### config.mk
export PLATFORM = sky130hd
export DESIGN_NAME = nw_traceback_ctrl
export DESIGN_NICKNAME = d
export VERILOG_FILES = /design/src/rtl/nw_traceback_ctrl.sv
export SDC_FILE = /design/constraint.sdc
export NUM_CORES = 1
export LEC_CHECK = 0
export CORE_ASPECT_RATIO = 1.1
export CORE_MARGIN = 3
export CORE_UTILIZATION = 46
export CTS_BUF_LIST = sky130_fd_sc_hd__clkbuf_8 sky130_fd_sc_hd__clkbuf_16
export DETAILED_ROUTE_END_ITERATION = 10
export PLACE_DENSITY = 0.84
export SYNTH_ARGS = -nofsm -noshare
export SYNTH_HDL_FRONTEND = slang
export SYNTH_SLANG_ARGS = --single-unit
### constraint.sdc
create_clock -name clk -period 6.25 [get_ports clk]
set_input_delay 0.625 -clock clk [delete_from_list [all_inputs] [get_ports clk]]
set_output_delay 0.625 -clock clk [all_outputs]
set_load 0.01 [all_outputs]
### src/rtl/nw_traceback_ctrl.sv
// rtl/nw_traceback_ctrl.sv - Needleman-Wunsch traceback sequencer: walks direction RAM arrows from (len_i,len_j) to (0,0)
// Emits one alignment op per step over a valid/ready handshake.
module nw_traceback_ctrl #(
    parameter int N       = 128,
    parameter int BitAddr = $clog2(N + 1)
) (
    input  logic               clk,
    input  logic               rst,
    input  logic               start,
    input  logic [BitAddr:0]   len_i,
    input  logic [BitAddr:0]   len_j,
    output logic               en_traceB,
    output logic [BitAddr:0]   i_t,
    output logic [BitAddr:0]   j_t,
    input  logic [2:0]         symbol_out,
    output logic               op_valid,
    input  logic               op_ready,
    output logic [1:0]         op_code,
    output logic [BitAddr:0]   op_i,
    output logic [BitAddr:0]   op_j,
    output logic               busy,
    output logic               done,
    output logic               error,
    output logic [BitAddr+1:0] step_count
);

    localparam int AW = BitAddr + 1;
    localparam int CW = BitAddr + 2;

    localparam logic [2:0] SYM_DIAG = 3'b001;
    localparam logic [2:0] SYM_UP   = 3'b010;
    localparam logic [2:0] SYM_LEFT = 3'b100;

    localparam logic [1:0] OP_DIAG = 2'b00;
    localparam logic [1:0] OP_UP   = 2'b01;
    localparam logic [1:0] OP_LEFT = 2'b10;

    localparam logic [AW-1:0] LEN_MAX = AW'(N);

    typedef enum logic [2:0] {
        S_IDLE  = 3'd0,
        S_ISSUE = 3'd1,
        S_CAPT  = 3'd2,
        S_EMIT  = 3'd3,
        S_DONE  = 3'd4,
        S_ERR   = 3'd5
    } state_t;

    state_t        state_q, state_d;
    logic [AW-1:0] i_q, i_d, j_q, j_d;
    logic [1:0]    op_code_q, op_code_d;
    logic [AW-1:0] op_i_q, op_i_d, op_j_q, op_j_d;
    logic [CW-1:0] step_q, step_d;
    logic          error_q, error_d;

    logic          len_bad, len_zero, start_ok, accept;
    logic          sym_ok, mv_zero;
    logic [1:0]    sym_op;
    logic [AW-1:0] i_mv, j_mv;

    assign len_bad  = (len_i > LEN_MAX) || (len_j > LEN_MAX);
    assign len_zero = (len_i == '0) && (len_j == '0);
    assign start_ok = (state_q == S_IDLE) && start && !len_bad;
    assign accept   = (state_q == S_EMIT) && op_ready;

    // An arrow that would step off the matrix edge is as fatal as an unknown code.
    always_comb begin
        sym_ok = 1'b0;
        sym_op = OP_DIAG;
        case (symbol_out)
            SYM_DIAG: begin
                sym_op = OP_DIAG;
                sym_ok = (i_q != '0) && (j_q != '0);
            end
            SYM_UP: begin
                sym_op = OP_UP;
                sym_ok = (j_q != '0);
            end
            SYM_LEFT: begin
                sym_op = OP_LEFT;
                sym_ok = (i_q != '0);
            end
            default: ;
        endcase
    end

    always_comb begin
        i_mv = i_q;
        j_mv = j_q;
        case (op_code_q)
            OP_DIAG: begin
                i_mv = i_q - AW'(1);
                j_mv = j_q - AW'(1);
            end
            OP_UP:   j_mv = j_q - AW'(1);
            OP_LEFT: i_mv = i_q - AW'(1);
            default: ;
        endcase
        mv_zero = (i_mv == '0) && (j_mv == '0);
    end

    always_ff @(posedge clk or posedge rst) begin
        if (rst) begin
            state_q <= S_IDLE;
        end else begin
            state_q <= state_d;
        end
    end

    always_comb begin
        state_d = state_q;
        case (state_q)
            S_IDLE: begin
                if (start) begin
                    if (len_bad)       state_d = S_ERR;
                    else if (len_zero) state_d = S_DONE;
                    else               state_d = S_ISSUE;
                end
            end
            S_ISSUE: state_d = S_CAPT;
            S_CAPT:  state_d = sym_ok ? S_EMIT : S_ERR;
            S_EMIT: begin
                if (op_ready) state_d = mv_zero ? S_DONE : S_ISSUE;
            end
            S_DONE:  state_d = S_IDLE;
            S_ERR:   state_d = S_IDLE;
            default: state_d = S_IDLE;
        endcase
    end

    always_comb begin
        en_traceB = (state_q == S_ISSUE);
        op_valid  = (state_q == S_EMIT);
        busy      = (state_q == S_ISSUE) || (state_q == S_CAPT) || (state_q == S_EMIT);
        done      = (state_q == S_DONE);
    end

    always_comb begin
        i_d       = i_q;
        j_d       = j_q;
        op_code_d = op_code_q;
        op_i_d    = op_i_q;
        op_j_d    = op_j_q;
        step_d    = step_q;
        error_d   = error_q;
        if (start_ok) begin
            i_d     = len_i;
            j_d     = len_j;
            step_d  = '0;
            error_d = 1'b0;
        end
        if ((state_q == S_CAPT) && sym_ok) begin
            op_code_d = sym_op;
            op_i_d    = i_q;
            op_j_d    = j_q;
        end
        if (accept) begin
            i_d    = i_mv;
            j_d    = j_mv;
            step_d = step_q + CW'(1);
        end
        if (state_d == S_ERR) error_d = 1'b1;
    end

    always_ff @(posedge clk or posedge rst) begin
        if (rst) begin
            i_q       <= '0;
            j_q       <= '0;
            op_code_q <= '0;
            op_i_q    <= '0;
            op_j_q    <= '0;
            step_q    <= '0;
            error_q   <= 1'b0;
        end else begin
            i_q       <= i_d;
            j_q       <= j_d;
            op_code_q <= op_code_d;
            op_i_q    <= op_i_d;
            op_j_q    <= op_j_d;
            step_q    <= step_d;
            error_q   <= error_d;
        end
    end

    assign i_t        = i_q;
    assign j_t        = j_q;
    assign op_code    = op_code_q;
    assign op_i       = op_i_q;
    assign op_j       = op_j_q;
    assign step_count = step_q;
    assign error      = error_q;

endmodule

== Word level (Yosys, flattened, before mapping) ==
Index checks and enable logic that the tools add are counted.
Storage, ports and cells
  bits in registers: 52
  bits in latches: 0
  bits in writable memories: 0
  ROM bits: 0
  word-level logic and storage cells: 65
  memories: 0
Cells by class
  add/sub/neg operators: 3
  multiply operators: 0
  div/mod/pow operators: 0
  magnitude comparators: 2
  equal/unequal tests: 10
  shift-type cells: 0
  mux-type cells: 19
  bitwise operators: 0
  reduce and logical (&&, ||, !) cells: 23
Operators by type and width (number)
  9-bit two-way mux: 6
  9-bit zero test: 4
  10-bit two-way mux: 2
  9-bit by 8-bit greater-than comparator with 1-bit output (second input constant): 2
  3-bit two-way mux: 6
  9-bit nonzero test: 2
  9-bit by 1-bit subtractor with 9-bit output (second input constant): 2
  3-bit one-hot mux with 4 select lines: 1
  10-bit by 1-bit adder with 10-bit output (second input constant): 1
  3-bit by 2-bit equality test with 1-bit output (second input constant): 3
  3-bit equality test (second input constant): 3
  1-bit logical AND: 7
  3-bit by 1-bit equality test with 1-bit output (second input constant): 2
  2-bit one-hot mux with 2 select lines: 1
  2-bit nonzero test: 2
  2-bit OR reduction: 2
  3-bit zero test: 1
  1-bit logical OR: 3
  1-bit one-hot mux with 3 select lines: 1
  2-bit by 1-bit equality test with 1-bit output (second input constant): 1
  2-bit equality test (second input constant): 1
  2-bit zero test: 1
  1-bit two-way mux: 2
  1-bit zero test: 1

== Logic depth before layout (Yosys ltp) ==
Gate-level depths: netlist of run 1.
  depth after elaboration: 10
  mapped depth: 10
  depth with buffers taken out: 9

== Worst setup path after synthesis of run 1 ==
No wires, ideal clock.
  kind: input-to-reg
  start point: in len_j[3]
  end point: reg j_q[3], in the netlist j_t[3]
  library setup time: 0.126 ns
  arrival time: 2.485 ns
  required time: 6.124 ns
  path slack: 3.639 ns
  stages on the path: 7
  buffers on the path: 1
  path through: or4_1 > o41a_1 > a2111oi_4 > nand2b_1 > buf_2 > o21ai_1 > a221o_1
On the way
  word-level cells in the longest chain between the ends: 5
RTL lines
  start: declaration: line 11  | input logic [BitAddr:0] len_j,
  9-bit by 8-bit greater-than comparator with 1-bit output: line 61  | assign len_bad = (len_i > LEN_MAX) || (len_j > LEN_MAX);
  1-bit logical OR: line 61
  1-bit zero test: line 63  | assign start_ok = (state_q == S_IDLE) && start && !len_bad;
  1-bit logical AND: line 63
  2-bit nonzero test (no line)
  end signal: assignment: line 176  | j_q <= j_d;
  end: declaration: line 50  | logic [AW-1:0] i_q, i_d, j_q, j_d;
Several ways; a longest one is shown, not always the timed one. The select of a mux whose other input is x is not followed.
A chain may end at the register's enable or synchronous reset.

== Worst setup path in the final report of run 1 ==
  start point: in len_j[3]
  end point: reg i_q[4], in the netlist i_t[4]
On the way
  word-level cells in the longest chain between the ends: 5
RTL lines
  9-bit by 8-bit greater-than comparator with 1-bit output: line 61
  1-bit logical OR: line 61
  1-bit zero test: line 63
  1-bit logical AND: line 63
  2-bit nonzero test (no line)
  end signal: assignment: line 175  | i_q <= i_d;
  end: declaration: line 50
Every way passes these cells.

==> results.cfg, run 1 <==
[sta]
fmax_mhz = 310
period_needed_ns = 3.23
clock_skew_ns = 0.00671
drv_slew = 0
max_slew_margin_pct = 29.4
hold_viol = 0
period_share_pct = 51.6
setup_ws_ns = 3.02
hold_ws_ns = 0.485
rsz0062_at_grt = no
tightest_slew_ns = 1.06
setup_tns_ns = 0
setup_viol = 0

[power]
total_power_mw = 1.64
internal_power_uw = 996
swShare_pct = 39.1
irDropWorstVdd_mv = 0.249
sequentialPowerShare_pct = 38.5
p_per_area_nw_per_um2 = 441
p_leak_nw = 1.51
p_comb_share_pct = 47.5
power.switching_uw = 640
clockPowerShare_pct = 14.0

[layout]
synthToLayoutAreaGrowth_pct = 32.8
antenna-diode-count = 0
drive_gt1_share_pct = 8.11
final_nets = 397
instances_no_fill = 447

[status]
status = finished clean

[place]
placedCellCount = 439
dp_hpwl_um = 5320
port_buffers = 77
dp_slack_ns = 2.71
gp_congestion = 0.871

[route]
vias = 2650
ant_nets = 0
routedWlPerCell_um = 16.3
drt_wl_total_um = 7280
avgViaCountPerCell = 5.93
drt_iter0_drc = 210
drc_errors = 0
first_pass_iters = 5

[global_routing]
grt_max_degree = 53
grt_use_total_pct = 21.9
overflow = 0
grt_pass1_wl_um = 12200
grt_pass1_vias = 2535
antenna_found_initial = 0

[logic_synthesis]
synthTopCellsByArea = dfrtp_1 (47%), mux2_2 (5.2%), nand2_1 (5.0%)
syn_area_um2 = 2790
ys_warn_count = 0
yosys-top-cells-count = dfrtp_1 (52), nand2_1 (37), nor2_1 (27), o21ai_0 (25), clkbuf_1 (15)
ys_seq_area_share_pct = 46.6
synth.avg_cell_area_um2 = 9.27
synth_top_area_share_pct = 46.6
async_flop_share_pct = 100
synth_seq_cells = 52
synth_cell_type_count = 49
synth_ff_type = dfrtp_1
yosysMostFrequentCell = dfrtp_1
synth_top_area_cell = dfrtp_1
synth-edff-count = 0
synth_fp_nets = 329
syn_inst = 301

[clocking]
clkLatencyLatePin_ns = 0.31
cts-resized-gates = 0
cts_setup_buffers = 0
cts_root_buffer = clkbuf_8
cts_inserted_buffers = 5
holdBufCountCts = 0
cts_tree = done
clock-sinks = 52
path_clk_slew_ns = 0.10
ctsHtreeMaxLevel = 2
cts_buffer_depth = 2

[worst_hold_path]
hp-class = reg -> reg

[floorplan]
fp.dieArea_um2 = 7040
io_pins = 78
die_w_um = 80.3
start_util_pct = 48.1
coreArea_um2 = 5810
num_rows = 29
fp.dieH_um = 87.7

[setup_path]
setup.worst_path.start_class = input pin
critPathMaxStageDelay_ns = 0.55
cp_slowest_cell = or4_1
worstSetupPathType = in -> reg
required_ns = 6.45
cp_data_arrival_time_ns = 3.43
worstPathCellList = clkdlybuf4s50_1 -> or4_1 -> o41a_1 -> a2111oi_4 -> nand2b_1 -> o21ai_0 -> a222oi_1 -> inv_1
end_kind = flip-flop
critPathMaxFanout = 11

[job]
cap_violations = 0
-- critical path, delay by kind of cell --
kind                   cells  cell delay [ns]
AOI/OAI and AO/OA          4             1.35
and+or+nand+nor            2             0.95
buffers and inverters      2             0.50
-- metrics by stage --
stage                     util [%]  instance area [um2]
after floorplan                  -                 2790
after global placement        62.0                 3600
after detailed placement      62.0                 3600
after CTS                     63.8                 3710
after global routing          63.8                 3710
final                         63.8                 3710
-- kinds of logic (layout without fill, tap and decap cells) --
group / after synthesis / in the layout / share of synthesized area, %
AOI/OAI and AO/OA: 72 / 72 / 18.1
xor gates and xnor gates: 8 / 8 / 2.51
adders and majority gates: 3 / 3 / 1.35
buffers and inverters: 27 / 96 / 3.72
DFF: 52 / 52 / 46.6
muxes: 13 / 13 / 5.25
and+or+nand+nor: 126 / 126 / 22.5
-- cell usage in the layout, fill, tap and decap left out, types with 2 or more instances in the layout --
master / instances
a21oi_1: 8
a221o_1: 10
a31oi_1: 4
and2_1: 2
clkbuf_8: 5
clkdlybuf4s50_1: 77
dfrtp_1: 52
ha_1: 3
inv_1: 10
mux2_2: 13
nand2_1: 37
nand2b_1: 6
nand3_1: 8
nand3b_1: 4
nand4_1: 3
nor2_1: 27
nor3_1: 13
nor3b_1: 2
nor4_1: 9
o21ai_0: 25
o21ai_1: 3
o22ai_1: 2
o311ai_0: 2
o31ai_1: 4
or2_2: 4
or4_1: 4
xnor2_1: 4
xor2_1: 4
-- layout make-up --
cell class | count | area (um2)
clock buffers | 5 | 68.8
flip-flops and latches | 52 | 1300
clock inverters | 3 | 38.8
fillers | 496 | 2100
repair buffers | 78 | 778
well taps | 77 | 96.3
inverters | 10 | 37.5
multi-input cells | 222 | 1390
-- state kept, by name (all words and copies together), names as in the netlist --
register	cells
state_q	3
op_j	9
i_t	9
error	1
op_i	9
j_t	9
step_count	10
op_code	2
-- power by group through the flow --
stage	sequential (mW)	combinational, mW	clock [mW]
2_1_floorplan	0.615	0.423	0
3_3_place_gp	0.630	0.760	0
3_5_place_dp	0.633	0.772	0
4_1_cts	0.627	0.778	0.232
5_1_grt	0.654	0.853	0.246
6_report	0.630	0.777	0.229
-- layer usage --
metal | global-route usage (%) | share of wire [%] | up-vias
met5 | 0 | 0 | -
met2 | 34.5 | 47 | 124
li1 | - | - | 1241
met3 | 4.42 | 6.7 | 18
met4 | 7.68 | 2.6 | 0
met1 | 30.2 | 44 | 1267
-- worst paths after layout --
check / depth (start not counted) / slack (ns) / end / startpoint
max in group asynchronous: 2 / 4.71 / state_q[2] / rst
hold / removal: 2 / 0.48 / op_i[0] / op_i[0]
setup / recovery: 8 / 3.02 / i_t[4] / len_j[3]
hold reg to reg: 2 / 0.48 / op_i[0] / op_i[0]
min in group asynchronous: 2 / 0.89 / step_count[9] / rst
setup reg to reg: 8 / 3.28 / op_code[0] / j_t[0]
No activity file was read; power rests on OpenSTA's default activity.
==> run 2: changes to the inputs <==
CORE_UTILIZATION = 43   (was 46)
PLACE_DENSITY = 0.83   (was 0.84)
clock period = 2.8 ns   (was 6.25 ns; I/O delays follow)
==> results.cfg, run 2 (same netlist as run 1, synthesis figures left out) <==
[status]
status = finished clean

[place]
dp_slack_ns = -0.0298
gp_congestion = 0.900
dp_hpwl_um = 5620
placed_area_um2 = 3730
port_buffers = 77

[setup_path]
critPathMaxFanout = 6
required_ns = 3.00
cp_slowest_cell = or4b_2
worstSetupPathType = reg -> reg
worstPathCellList = inv_1 -> ha_1 -> or4b_2 -> nor3_1 -> o21a_1 -> o31ai_1 -> nand3_2 -> buf_4 -> mux2_2
end_kind = flip-flop
critPathMaxStageDelay_ns = 0.60
critical_path.top_delay_family = simple AND/OR/NAND/NOR gates
cp_data_arrival_time_ns = 2.81
cp_num_buf_inv = 2
setup.worst_path.start_class = flip-flop

[clocking]
cts_root_buffer = clkbuf_8
ctsHtreeMaxLevel = 2
path_clk_slew_ns = 0.09
clock-sinks = 52
cts_tree = done
holdBufCountCts = 0
cts_buffer_depth = 2
cts-resized-gates = 0
clkLatencyLatePin_ns = 0.31
cts_inserted_buffers = 5
cts_setup_buffers = 0

[global_routing]
grt_pass1_wl_um = 12800
overflow = 0
grt_pass1_vias = 2677
grt_use_total_pct = 20.6
grt_max_degree = 53
antenna_found_initial = 0

[sta]
rsz0062_at_grt = no
max_slew_margin_pct = 56.7
drv_slew = 0
period_share_pct = 93.2
setup_ws_ns = 0.190
clock_skew_ns = 0.00789
setup_viol = 0
fmax_mhz = 383
period_needed_ns = 2.61
hold_viol = 0
tightest_slew_ns = 0.647
setup_tns_ns = 0
hold_ws_ns = 0.462

[route]
ant_nets = 0
drt_iter0_drc = 316
first_pass_iters = 5
drc_errors = 0
vias = 2664
avgViaCountPerCell = 5.74
drt_wl_total_um = 7550
routedWlPerCell_um = 16.3

[layout]
antenna-diode-count = 0
synthToLayoutAreaGrowth_pct = 38.2
largest_reg_flops = 10
final_common_cell = clkdlybuf4s50_1
final_nets = 412
post-route-util_pct = 61.9
final_cell_mix = clkdlybuf4s50_1 (77), dfrtp_1 (52), nand2_1 (37)
drive_gt1_share_pct = 11.7
fill_cells = 540
final_area_um2 = 3860

[power]
p_per_area_nw_per_um2 = 1000
p_leak_nw = 1.59
irDropWorstVdd_mv = 0.496

[floorplan]
coreArea_um2 = 6230
fp.dieH_um = 90.5
start_util_pct = 44.8
num_rows = 30
fp.dieArea_um2 = 7490
io_pins = 78
die_w_um = 82.8

[job]
cap_violations = 0

[worst_hold_path]
hp-class = in -> async
## run 2: cell count changes in the layout (fill, tap and decap cells not counted), sizes merged
cell	delta
bufinv	+1
clkinv	-1
buf	+15
inv	-1
## run 2: final cells by class
cell class / instances / area (um2) / area share (%)
clock buffers: 5 / 68.8 / 1.78
clock inverters: 2 / 60.1 / 1.56
repair buffers: 93 / 903 / 23.4
inverters: 10 / 37.5 / 0.973
flip-flops and latches: 52 / 1300 / 33.7
well taps: 80 / 100 / 2.60
multi-input cells: 222 / 1390 / 35.9
## run 2: path summary, 6_finish.rpt
kind | to | start | cells past startpoint | slack [ns]
min in group clk | op_i[0] | op_i[0] | 2 | 0.49
worst min-delay path | step_count[9] | rst | 3 | 0.46
worst max-delay path | op_i[6] | j_t[1] | 9 | 0.19
worst min register to register | op_i[0] | op_i[0] | 2 | 0.49
max in group asynchronous | op_i[5] | rst | 3 | 1.90
worst max register to register | op_i[6] | j_t[1] | 9 | 0.19
## run 2: power breakdown
part	switching (mW)	leakage, nW	internal (mW)
sequential	0.317	0.682	1.02
clock	0.244	0.0642	0.352
combinational	0.891	0.847	1.03
total	1.45	1.59	2.41
## run 2: worst register-to-register path: cells and delay by family, from the launching register on
family          cells  cell delay (ns)
mux                 1             0.34
simple gates        3             1.03
fa+ha+maj           1             0.18
compound gates      2             0.31
buf+inv             2             0.26
flops               1             0.38
## run 2: per-layer routing
metal / global-route usage [%] / share of wire [%]
met1: 26.2 / 41
met2: 34.4 / 50
met3: 4.11 / 7.3
met4: 8.31 / 1.6
met5: 0 / 0
## run 2: stage by stage
step                      power (mW)  std cells
after floorplan                 2.32        301
after global placement          3.21        457
after detailed placement        3.26        457
after CTS                       3.87        464
after global routing            4.12        464
final                           3.86        464
